## src/rtl/sop_sweep_pkg.sv

```systemverilog
// Shared types and constants for the SoP truth-table sweep sequencer.
package sop_sweep_pkg;

  typedef enum logic [1:0] {
    IDLE   = 2'd0,
    APPLY  = 2'd1,
    SAMPLE = 2'd2,
    DONE   = 2'd3
  } state_t;

  localparam int NVEC  = 16;
  localparam int IDX_W = 4;

  // Function indices on the bank output bus (a..e).
  localparam logic [2:0] FN_A = 3'd0;
  localparam logic [2:0] FN_B = 3'd1;
  localparam logic [2:0] FN_C = 3'd2;
  localparam logic [2:0] FN_D = 3'd3;
  localparam logic [2:0] FN_E = 3'd4;

endpackage

```

## src/rtl/sop_sweep_ctrl_popcount16.sv

```systemverilog
// 16-bit population count, used for the ones output and the mismatch locator.
module popcount16
  import sop_sweep_pkg::*;
(
  input  logic [NVEC-1:0] din,
  output logic [4:0]      cnt
);

  // Ripple sum of all input bits.
  always_comb begin
    cnt = '0;
    for (int i = 0; i < NVEC; i++) begin
      cnt = cnt + {4'd0, din[i]};
    end
  end

endmodule

```

## src/rtl/sop_sweep_ctrl.sv

```systemverilog
// Truth-table sweep sequencer for a 4-input SoP function bank.
// Steps {x,y,w,z} through 0..15, holds each vector SETTLE extra cycles,
// samples the selected bank output and compares the captured table to a
// latched expected table.
// The captured table appears on truth_table ("table" is a reserved word).
// Optional macro SOP_SWEEP_MISMATCH_LOG_EN adds first_miss/miss_vld.
// state_dbg exposes the FSM state (0=IDLE 1=APPLY 2=SAMPLE 3=DONE).
// Handshake: start is sampled only in IDLE; once accepted busy stays high
// through APPLY/SAMPLE/DONE, done pulses for one cycle in DONE, and any
// start seen while busy is dropped.
module sop_sweep_ctrl
  import sop_sweep_pkg::*;
#(
  parameter int SETTLE = 1,
  parameter int NFUNC  = 5
) (
  input  logic             clk,
  input  logic             rst_n,
  input  logic             start,
  input  logic [2:0]       func_sel,
  input  logic [15:0]      exp_table,
  input  logic [NFUNC-1:0] s_in,
  output logic             x,
  output logic             y,
  output logic             w,
  output logic             z,
  output logic             busy,
  output logic             done,
  output logic             err,
  output logic [15:0]      truth_table,
  output logic             match,
  output logic [4:0]       ones,
`ifdef SOP_SWEEP_MISMATCH_LOG_EN
  output logic [3:0]       first_miss,
  output logic             miss_vld,
`endif
  output logic [1:0]       state_dbg
);

  localparam logic [3:0]       SETTLE_L = 4'(SETTLE);
  localparam logic [IDX_W-1:0] IDX_LAST = IDX_W'(NVEC - 1);

  state_t             state_q, state_d;
  logic [IDX_W-1:0]   idx_q;
  logic [3:0]         settle_q;
  logic [2:0]         sel_q;
  logic [15:0]        exp_q;
  logic [15:0]        tt_q;
  logic [15:0]        tt_nxt;
  logic               match_q;
  logic               err_q;
  logic               sel_ok;

  assign sel_ok = int'(func_sel) < NFUNC;

  // Table as it will look after the current SAMPLE capture.
  always_comb begin
    tt_nxt        = tt_q;
    tt_nxt[idx_q] = s_in[sel_q];
  end

  // Next-state logic.
  always_comb begin
    state_d = state_q;
    case (state_q)
      IDLE:    if (start) state_d = sel_ok ? APPLY : DONE;
      APPLY:   if (settle_q == 4'd0) state_d = SAMPLE;
      SAMPLE:  state_d = (idx_q == IDX_LAST) ? DONE : APPLY;
      DONE:    state_d = IDLE;
      default: state_d = IDLE;
    endcase
  end

  // State register.
  always_ff @(posedge clk or negedge rst_n) begin
    if (!rst_n) state_q <= IDLE;
    else        state_q <= state_d;
  end

`ifdef SOP_SWEEP_MISMATCH_LOG_EN
  logic [15:0] diff;
  logic [15:0] low_m1;
  logic [4:0]  low_pos;
  logic [3:0]  first_miss_q;
  logic        miss_vld_q;

  // Bits below the lowest differing bit; their count is its index.
  // With no difference low_m1 is all ones, whose count 16 truncates to 0.
  assign diff   = tt_nxt ^ exp_q;
  assign low_m1 = (diff & (~diff + 16'd1)) - 16'd1;

  popcount16 u_pc_miss (
    .din (low_m1),
    .cnt (low_pos)
  );

  // Mismatch log is captured with the final sample and cleared on a new sweep.
  always_ff @(posedge clk or negedge rst_n) begin
    if (!rst_n) begin
      first_miss_q <= '0;
      miss_vld_q   <= 1'b0;
    end else if (state_q == IDLE && start && sel_ok) begin
      first_miss_q <= '0;
      miss_vld_q   <= 1'b0;
    end else if (state_q == SAMPLE && idx_q == IDX_LAST) begin
      first_miss_q <= low_pos[3:0];
      miss_vld_q   <= (diff != 16'd0);
    end
  end

  assign first_miss = first_miss_q;
  assign miss_vld   = miss_vld_q;
`endif

  // Sweep datapath: latching, settle countdown, index stepping and capture.
  // match is registered together with the last capture so it is valid
  // during the done pulse.
  always_ff @(posedge clk or negedge rst_n) begin
    if (!rst_n) begin
      idx_q    <= '0;
      settle_q <= '0;
      sel_q    <= '0;
      exp_q    <= '0;
      tt_q     <= '0;
      match_q  <= 1'b0;
      err_q    <= 1'b0;
    end else begin
      case (state_q)
        IDLE: begin
          if (start) begin
            if (sel_ok) begin
              sel_q    <= func_sel;
              exp_q    <= exp_table;
              tt_q     <= '0;
              match_q  <= 1'b0;
              idx_q    <= '0;
              settle_q <= SETTLE_L;
              err_q    <= 1'b0;
            end else begin
              err_q    <= 1'b1;
            end
          end
        end
        APPLY: begin
          if (settle_q != 4'd0) settle_q <= settle_q - 4'd1;
        end
        SAMPLE: begin
          tt_q <= tt_nxt;
          if (idx_q == IDX_LAST) begin
            match_q <= (tt_nxt == exp_q);
          end else begin
            idx_q    <= idx_q + 1'b1;
            settle_q <= SETTLE_L;
          end
        end
        default: ;
      endcase
    end
  end

  popcount16 u_pc_ones (
    .din (tt_q),
    .cnt (ones)
  );

  assign {x, y, w, z}  = idx_q;
  assign busy          = (state_q != IDLE);
  assign done          = (state_q == DONE);
  assign err           = err_q;
  assign truth_table   = tt_q;
  assign match         = match_q;
  assign state_dbg     = state_q;

endmodule

```

## config.mk

```make
export PLATFORM = sky130hd
export DESIGN_NAME = sop_sweep_ctrl
export DESIGN_NICKNAME = d
export VERILOG_FILES = /design/src/rtl/sop_sweep_pkg.sv /design/src/rtl/sop_sweep_ctrl_popcount16.sv /design/src/rtl/sop_sweep_ctrl.sv
export SDC_FILE = /design/constraint.sdc
export NUM_CORES = 1
export LEC_CHECK = 0
export CAP_MARGIN = 40
export CORE_MARGIN = 3
export CORE_UTILIZATION = 40
export DETAILED_ROUTE_END_ITERATION = 16
export PLACE_DENSITY = 0.75
export SYNTH_ARGS = -nofsm -noshare
export SYNTH_HDL_FRONTEND = slang
export SYNTH_SLANG_ARGS = --single-unit
```

## constraint.sdc

```tcl
create_clock -name clk -period 11.8 [get_ports clk]
set_clock_uncertainty 0.15 [all_clocks]
set_input_delay 2.95 -clock clk [delete_from_list [all_inputs] [get_ports clk]]
set_output_delay 2.95 -clock clk [all_outputs]
set_load 0.05 [all_outputs]
```

Yosys cells after proc, flatten, opt, wreduce, memory -nomap -nowiden
Index checks and enable logic that the tools add are counted.
{"block": "word_totals", "input_bits": 27, "output_inout_bits": 31, "elab_cells": 81, "reg_bits": 47}
{"block": "op_classes", "n_reduce_logical": 14, "order_cmp": 4, "eq_ne": 11, "muxes": 27, "addsub": 17}
{"cell": "$add 5x1->5", "count": 14}
{"cell": "$mux 16", "count": 2}
{"cell": "$pmux 16 s2", "count": 1}
{"cell": "$mux 4", "count": 7}
{"cell": "$bwmux 16", "count": 1}
{"cell": "$eq 16x16->1", "count": 1}
{"cell": "$ne 2x2->1 const B", "count": 6}
{"cell": "$pmux 4 s3", "count": 1}
{"cell": "$mux 2", "count": 4}
{"cell": "$pmux 2 s4", "count": 1}
{"cell": "$pmux 4 s2", "count": 1}
{"cell": "$reduce_and 4->1", "count": 2}
{"cell": "$mux 1", "count": 6}
{"cell": "$reduce_and 3->1", "count": 2}
{"cell": "$lt 4x5->1 const B", "count": 1}
{"cell": "$reduce_and 5->1", "count": 1}
{"cell": "$add 4x1->4 const B", "count": 1}
{"cell": "$demux 1 s4", "count": 1}
{"cell": "$eq 2x2->1 const B", "count": 2}
{"cell": "$eq 4x4->1 const B", "count": 1}
{"cell": "$ge 4x1->1 const B", "count": 1}
{"cell": "$logic_not 4->1", "count": 1}
{"cell": "$lt 3x4->1 const B", "count": 1}
{"cell": "$reduce_and 2->1", "count": 2}
{"cell": "other kinds (11)", "count": 12}

Longest topological paths before layout
Gate-level depths: netlist (run 1).
{"block": "depth", "ltp_word": 15, "depth_mapped": 13, "ltp_nobuf": 13}

Cells and area by module
From an unflattened synthesis (run 1), not the netlist that was laid out.
{"block": "unflattened", "hier_cells": 382, "hier_area_um2": 3256.9}
{"module": "sop_sweep_ctrl", "instances": 1, "seq_area_each_um2": 1176.1, "cells_each": 335, "area_each_um2": 2849.0}
{"module": "popcount16", "instances": 1, "seq_area_each_um2": 0.0, "cells_each": 47, "area_each_um2": 407.9}

Worst setup path after synthesis (run 1)
OpenSTA, ideal clock, no wires.
{"block": "synth_timing", "path_kind": "reg2out", "start": "register tt_q[1] (netlist: truth_table[1])", "end": "output port ones[2]", "t_required_ps": 8700, "stages_incl_launch_ff": 10, "setup_slack_ps": 4132, "arrival_ps": 4568, "n_path_buf": 0, "path_cell_list": "dfrtp_1 -> ha_1 -> inv_1 -> fa_1 -> fa_1 -> fa_1 -> fa_1 -> fa_1 -> fa_1 -> xnor2_1"}
{"block": "synth_between", "elab_chain_len": 15}
{"element": "start, declared", "line": "sop_sweep_ctrl.sv:48", "text": "logic [15:0] tt_q;"}
{"element": "start signal, assigned", "line": "sop_sweep_ctrl.sv:148", "text": "tt_q <= tt_nxt;"}
{"element": "$add 1x1->2", "line": "sop_sweep_ctrl_popcount16.sv:13", "text": "cnt = cnt + {4'd0, din[i]};"}
{"element": "$add 5x1->5 (14 in series)", "line": "sop_sweep_ctrl_popcount16.sv:13"}
{"element": "end, declared", "line": "sop_sweep_ctrl.sv:32", "text": "output logic [4:0] ones,"}
No other way between the ends.

Worst setup path in the final report (run 1)
{"block": "layout_timing", "start": "register tt_q[0] (netlist: truth_table[0])", "end": "output port ones[4]"}
The elaborated chain is that of the path after synthesis.

==> out/results.txt, run 1 <==
# IOs: 58
initial antenna violation count: 0
pin count of the biggest net entering global routing: 28
P_int: 0.393 mW
Crit Reg-Reg Endpoint: match
initial drt markers: 269
Vias/cell: 5.45
total CTS buffers: 5
DRC: 0
Die Span Y: 95.5 microns
TritonCTS clock tree: done
Worst EP arrival: 4.94 ns
Die X: 95.5 microns
switching pwr: 0.298 mW
total grt overflow: 0
#FFs+latches synth: 47
drt total wl: 8.56 mm
All-Layer GR Usage: 0.200
largest buffer count on any clock path: 2
Slew Limit Fails: 0
max_cap viols: 0
Seq/Total Area, Yosys: 0.367
multi-input logic area: 1830 sq um
fin crit share: 0.682
Nets: 460
startpoint types: register
area grow syn2layout: 24.6%
Slew headroom: 0.417
number of diodes: 0
Logic pwr share: 0.489
synth warn: 0
setup TNS: 0 ns
RSZ-0062 raised after global routing: false
Synth Instances: 362
met3 wire len: 627 microns
Worst Hold Class: register to register
M1 WL: 3.87 mm
Power Density: 173 nW/um^2
worst skew pair latency: 0.30 ns
CP Data Required Time: 8.70 ns
Port-buffer cells: 57
worst hold stages: 2
ANT nets after route: 0
hold_sp: err
syn avg cell area: 8.85 sq um
Flop pwr share: 0.304
Worst R2R Path Depth: 6
synth unique cells: 60
FF+latch area: 1180 sq um
die area: 9120 sq um
Area after DPL: 3860 sq um
Post-synth EDFFs: 0
placed cell count: 508
Reg2Reg Setup Slack: 8.80 ns
Fill cells: 745
Layout Utilization: 0.514
Initial Util: 0.413
First-pass DRT Iterations: 4
drt wl/cell: 16.6 microns
worst setup margin: 3.76 ns
Resized cells post-CTS: 0
worst-path fanout max: 5
clock share of power: 0.207
Synth Flop Type: dfrtp_1
Post-Layout Cell Count: 516
Syn Nets: 409
top layer reached by signal wires: met4
Worst IR Drop VDD: 0.0754 mV
root buffer cell: clkbuf_8
synthesized area: 3200 sq um
pre-CTS setup slack: 4.10 ns
core area: 7770 sq um
GP Congestion: 0.899
Hold EP: err
H-tree lvl count: 2
WL met2: 3.93 mm
share of cells above drive strength 1: 0.0749
post-CTS setup buffers: 0
Post-synth ARST share: 1.00
CTS Sinks: 47
cell area after layout: 3990 sq um
Rows: 32
Max Fclk: 124 MHz
outcome: finished clean
LEAKAGE: 1.77 nW
Final HPWL DP: 6.51 mm
endpoint type of the worst setup path: primary output
Worst-Margin Slew: 0.875 ns
CP Class: register to primary output
Final Critical Period: 8.04 ns
Crit Reg-Reg Startpoint: idx_q[2]
Clock transition at path regs: 0.10 ns
switching share of power: 0.431
final setup vio count: 0
Hold Fails Final Rpt: 0
first-pass GRT wire length: 14.1 mm
# hold bufs at CTS: 0
vias in the first global route: 2832
vias: 2811
layout by cell type (no fill, tap or decap), types with 3 or more instances in the layout:
master and n:
inv_1 32, and3b_1 5, nand2_1 64, o21ai_0 39, clkdlybuf4s50_1 56, or2_2 3
o21a_1 4, nand3b_1 3, fa_1 10, nor2_1 21, nor3b_1 6, a22o_1 8
xnor2_1 6, a211oi_1 4, o211ai_1 3, nand2b_1 3, mux2i_1 4, xor2_1 6
ha_1 10, clkbuf_8 5, nand3_1 3, a22oi_1 4, dfrtp_1 47, nand4_1 3
a311oi_1 4, a21oi_1 13
Yosys cell counts (3+ instances only):
cell,number,share of area
inv_1,32,0.037
xor2_1,6,0.016
nor3b_1,6,0.014
a21oi_1,13,0.020
a311oi_1,4,0.011
nand3b_1,3,0.0070
o211ai_1,3,0.0070
nand2_1,64,0.075
nor2_1,21,0.025
ha_1,10,0.039
clkbuf_1,9,0.011
nand4_1,3,0.0059
nand3_1,3,0.0047
xnor2_1,6,0.016
fa_1,10,0.062
mux2i_1,4,0.012
buf_2,3,0.0047
a22o_1,8,0.022
a22oi_1,4,0.0094
a211oi_1,4,0.0094
or2_2,3,0.0059
and3b_1,5,0.014
dfrtp_1,47,0.37
nand2b_1,3,0.0059
o21a_1,4,0.0094
o21ai_0,39,0.061
kinds of logic (layout without fill, tap and decap cells):
group,Yosys count,in the layout,synth area share
adder cells (fa/ha/maj),20,20,0.102
AND/OR/NAND/NOR,135,135,0.216
AO/OA/AOI/OAI,94,94,0.199
XOR/XNOR,12,12,0.0328
multiplexers,6,6,0.0219
flip-flops,47,47,0.367
buffers and inverters,48,100,0.0625
metal layers:
metal | track usage | vias to the layer above
met5 | 0 | -
met4 | 0.0746 | 0
met3 | 0.0355 | 13
met2 | 0.318 | 104
met1 | 0.272 | 1340
li1 | - | 1354
sequential cells by signal, indices dropped and copies added, names as in the netlist:
name and count:
settle_q 4, truth_table 16, sel_q 3, exp_q 16, match 1, err 1
idx_q 4, state_dbg 2
power groups by stage:
stage / registers (mW) / logic [mW] / clock network, mW
6_report: 0.210 / 0.337 / 0.143
5_1_grt: 0.214 / 0.368 / 0.150
4_1_cts: 0.210 / 0.339 / 0.145
3_5_place_dp: 0.213 / 0.338 / 0
3_3_place_gp: 0.212 / 0.325 / 0
2_1_floorplan: 0.231 / 0.214 / 0
worst max-delay path by stage:
| stage | start | end | slack [ns] | cells past startpoint |
|---|---|---|---|---|
| floorplan | truth_table[1] | ones[2] | 4.13 | 9 |
| global placement | truth_table[0] | ones[4] | 4.18 | 11 |
| detailed placement | truth_table[0] | ones[4] | 4.10 | 11 |
| CTS | truth_table[0] | ones[4] | 3.74 | 11 |
| global route | truth_table[0] | ones[4] | 3.55 | 11 |
| finish | truth_table[0] | ones[4] | 3.76 | 11 |
worst max-delay path: stages, from the launching register on:
cell and delay (ns):
dfrtp_1 0.44, ha_1 0.31, inv_1 0.07, fa_1 0.43, fa_1 0.49, fa_1 0.53, fa_1 0.44, fa_1 0.43
fa_1 0.45, nor2b_1 0.14, o21a_1 0.12, clkdlybuf4s50_1 0.79
stage by stage:
| step | total power, mW | hold slack, ns |
|---|---|---|
| detailed placement | 0.550 | 0.350 |
| global route | 0.732 | 0.413 |
| global placement | 0.537 | 0.324 |
| finish | 0.690 | 0.386 |
| CTS | 0.694 | 0.385 |
| floorplan | 0.445 | 0.319 |
final cells by class:
type,instances,area share
multi-input cells,267,0.458
flip-flops and latches,47,0.295
repair buffers,60,0.152
well taps,102,0.0320
inverters,32,0.0301
clock buffers,6,0.0182
clock inverters,2,0.0150
No activity file was read; power rests on OpenSTA's default activity.
==> run 2, diff against run 1 <==
==> constraint.sdc (replaced) <==
create_clock -name clk -period 7.57 [get_ports clk]
set_clock_uncertainty 0.15 [all_clocks]
set_input_delay 1.8925 -clock clk [delete_from_list [all_inputs] [get_ports clk]]
set_output_delay 1.8925 -clock clk [all_outputs]
set_load 0.05 [all_outputs]
==> out/results.txt, run 2 (synthesis results as in run 1) <==
outcome: finished clean
# hold bufs at CTS: 0 (unchanged)
Worst EP arrival: 4.96 ns (+0.02 ns)
Die X: 95.5 microns (unchanged)
Port-buffer cells: 57 (unchanged)
total grt overflow: 0 (unchanged)
Resized cells post-CTS: 0 (unchanged)
Slew headroom: 0.405 (-0.0124)
area grow syn2layout: 24.6% (unchanged)
drt total wl: 8.71 mm (+1.8%)
post-CTS setup buffers: 0 (unchanged)
Die Span Y: 95.5 microns (unchanged)
most common cell after layout, fill and taps aside: nand2_1
first-pass GRT wire length: 14.3 mm (+1.4%)
# IOs: 58 (unchanged)
Worst IR Drop VDD: 0.113 mV (+50%)
FF+latch area: 1180 sq um (unchanged)
RSZ-0062 raised after global routing: false
worst skew pair latency: 0.31 ns (about the same)
CP Data Required Time: 5.53 ns (-3.17 ns)
drt wl/cell: 16.9 microns (+1.8%)
Crit path top cell by count: fa_1
fin crit share: 0.926
initial drt markers: 255 (-5.2%)
most frequent cells in the layout: nand2_1 (64), clkdlybuf4s50_1 (56), dfrtp_1 (47)
TritonCTS clock tree: done
vias: 2867 (+2.0%)
ANT nets after route: 0 (unchanged)
Nets: 460 (unchanged)
slowest stage delay, CP: 0.79 ns (about the same)
Initial Util: 0.413 (unchanged)
All-Layer GR Usage: 0.203 (+0.00346)
Fill cells: 739 (-0.81%)
endpoint type of the worst setup path: primary output
number of diodes: 0 (unchanged)
LEAKAGE: 1.77 nW (unchanged)
initial antenna violation count: 0 (unchanged)
Hold Fails Final Rpt: 0 (unchanged)
total CTS buffers: 5 (unchanged)
Vias/cell: 5.56 (+2.0%)
share of cells above drive strength 1: 0.0749 (unchanged)
GP Congestion: 0.899 (about the same)
setup TNS: 0 ns (unchanged)
multi-input logic area: 1830 sq um (unchanged)
Worst Hold Class: register to register
final setup vio count: 0 (unchanged)
core area: 7770 sq um (unchanged)
Max Fclk: 143 MHz
Worst Hold Slack: 0.382 ns (-0.00424 ns)
pin count of the biggest net entering global routing: 28 (unchanged)
CP Cell Sequence: ha_1 > inv_1 > fa_1 > fa_1 > fa_1 > fa_1 > fa_1 > fa_1 > nor2b_1 > o21a_1 > clkdlybuf4s50_1
Slew Limit Fails: 0 (unchanged)
startpoint types: register
worst-path fanout max: 5 (unchanged)
slowest cell on the critical path: clkdlybuf4s50_1
Final HPWL DP: 6.54 mm (+0.36%)
Power Density: 270 nW/um^2 (+56%)
CP Class: register to primary output
die area: 9120 sq um (unchanged)
DRC: 0 (unchanged)
max_cap viols: 0 (unchanged)
Rows: 32 (unchanged)
H-tree lvl count: 2 (unchanged)
CTS Sinks: 47 (unchanged)
root buffer cell: clkbuf_8
vias in the first global route: 2825 (-0.25%)
First-pass DRT Iterations: 5 (+1)
Clock transition at path regs: 0.10 ns (about the same)
largest buffer count on any clock path: 2 (unchanged)
Worst-Margin Slew: 0.893 ns (+0.0186 ns)
Final Critical Period: 7.01 ns
## run 2: cell counts in the layout (fill, tap and decap cells not counted)
No cell type changed its count.
## run 2: power by group
group          internal [mW]  switching [mW]  leakage (nW)
logic                  0.199           0.328          1.10
clock network          0.132          0.0907        0.0654
registers              0.281          0.0473         0.604
## run 2: worst paths after layout
kind                                startpoint        endpoint  slack [ns]  cells past startpoint
worst min-delay path                       err             err        0.38                      2
worst max-delay path            truth_table[0]         ones[4]        0.56                     11
min in group asynchronous                rst_n        exp_q[4]        1.43                      1
worst max register to register        idx_q[0]           match        4.54                      7
worst min register to register             err             err        0.38                      2
max in group asynchronous                rst_n  truth_table[3]        5.31                      2
## run 2: cell type report
| type | count | area share |
|---|---|---|
| Inverter | 32 | 0.0301 |
| Timing Repair Buffer | 60 | 0.152 |
| Multi-Input combinational cell | 267 | 0.458 |
| Tap cell | 102 | 0.0320 |
| Clock inverter | 2 | 0.0150 |
| Clock buffer | 6 | 0.0182 |
| Sequential cell | 47 | 0.295 |
## run 2: worst max-delay path: cells and delay by family (launching register included)
kind / cells / cell delay, ns
flops: 1 / 0.44
buf+inv: 2 / 0.86
fa+ha+maj: 7 / 3.09
compound gates: 1 / 0.12
simple gates: 1 / 0.14
## run 2: stage by stage
stage	worst slack, ns	instance area (sq um)	cells	total power, mW	util
floorplan	0.959	3200	362	0.694	-
global placement	1.01	3830	507	0.837	0.493
detailed placement	0.912	3860	508	0.858	0.497
CTS	0.563	3990	516	1.08	0.514
global route	0.369	3990	516	1.14	0.514
finish	0.564	3990	516	1.08	0.514
## run 2: metal layers
| layer | part of all wire | vias up | global-route usage |
|---|---|---|---|
| met2 | 0.47 | 124 | 0.329 |
| met5 | 0 | - | 0 |
| met1 | 0.45 | 1371 | 0.272 |
| met3 | 0.067 | 15 | 0.0410 |
| met4 | 0.019 | 0 | 0.0652 |
| li1 | - | 1357 | - |
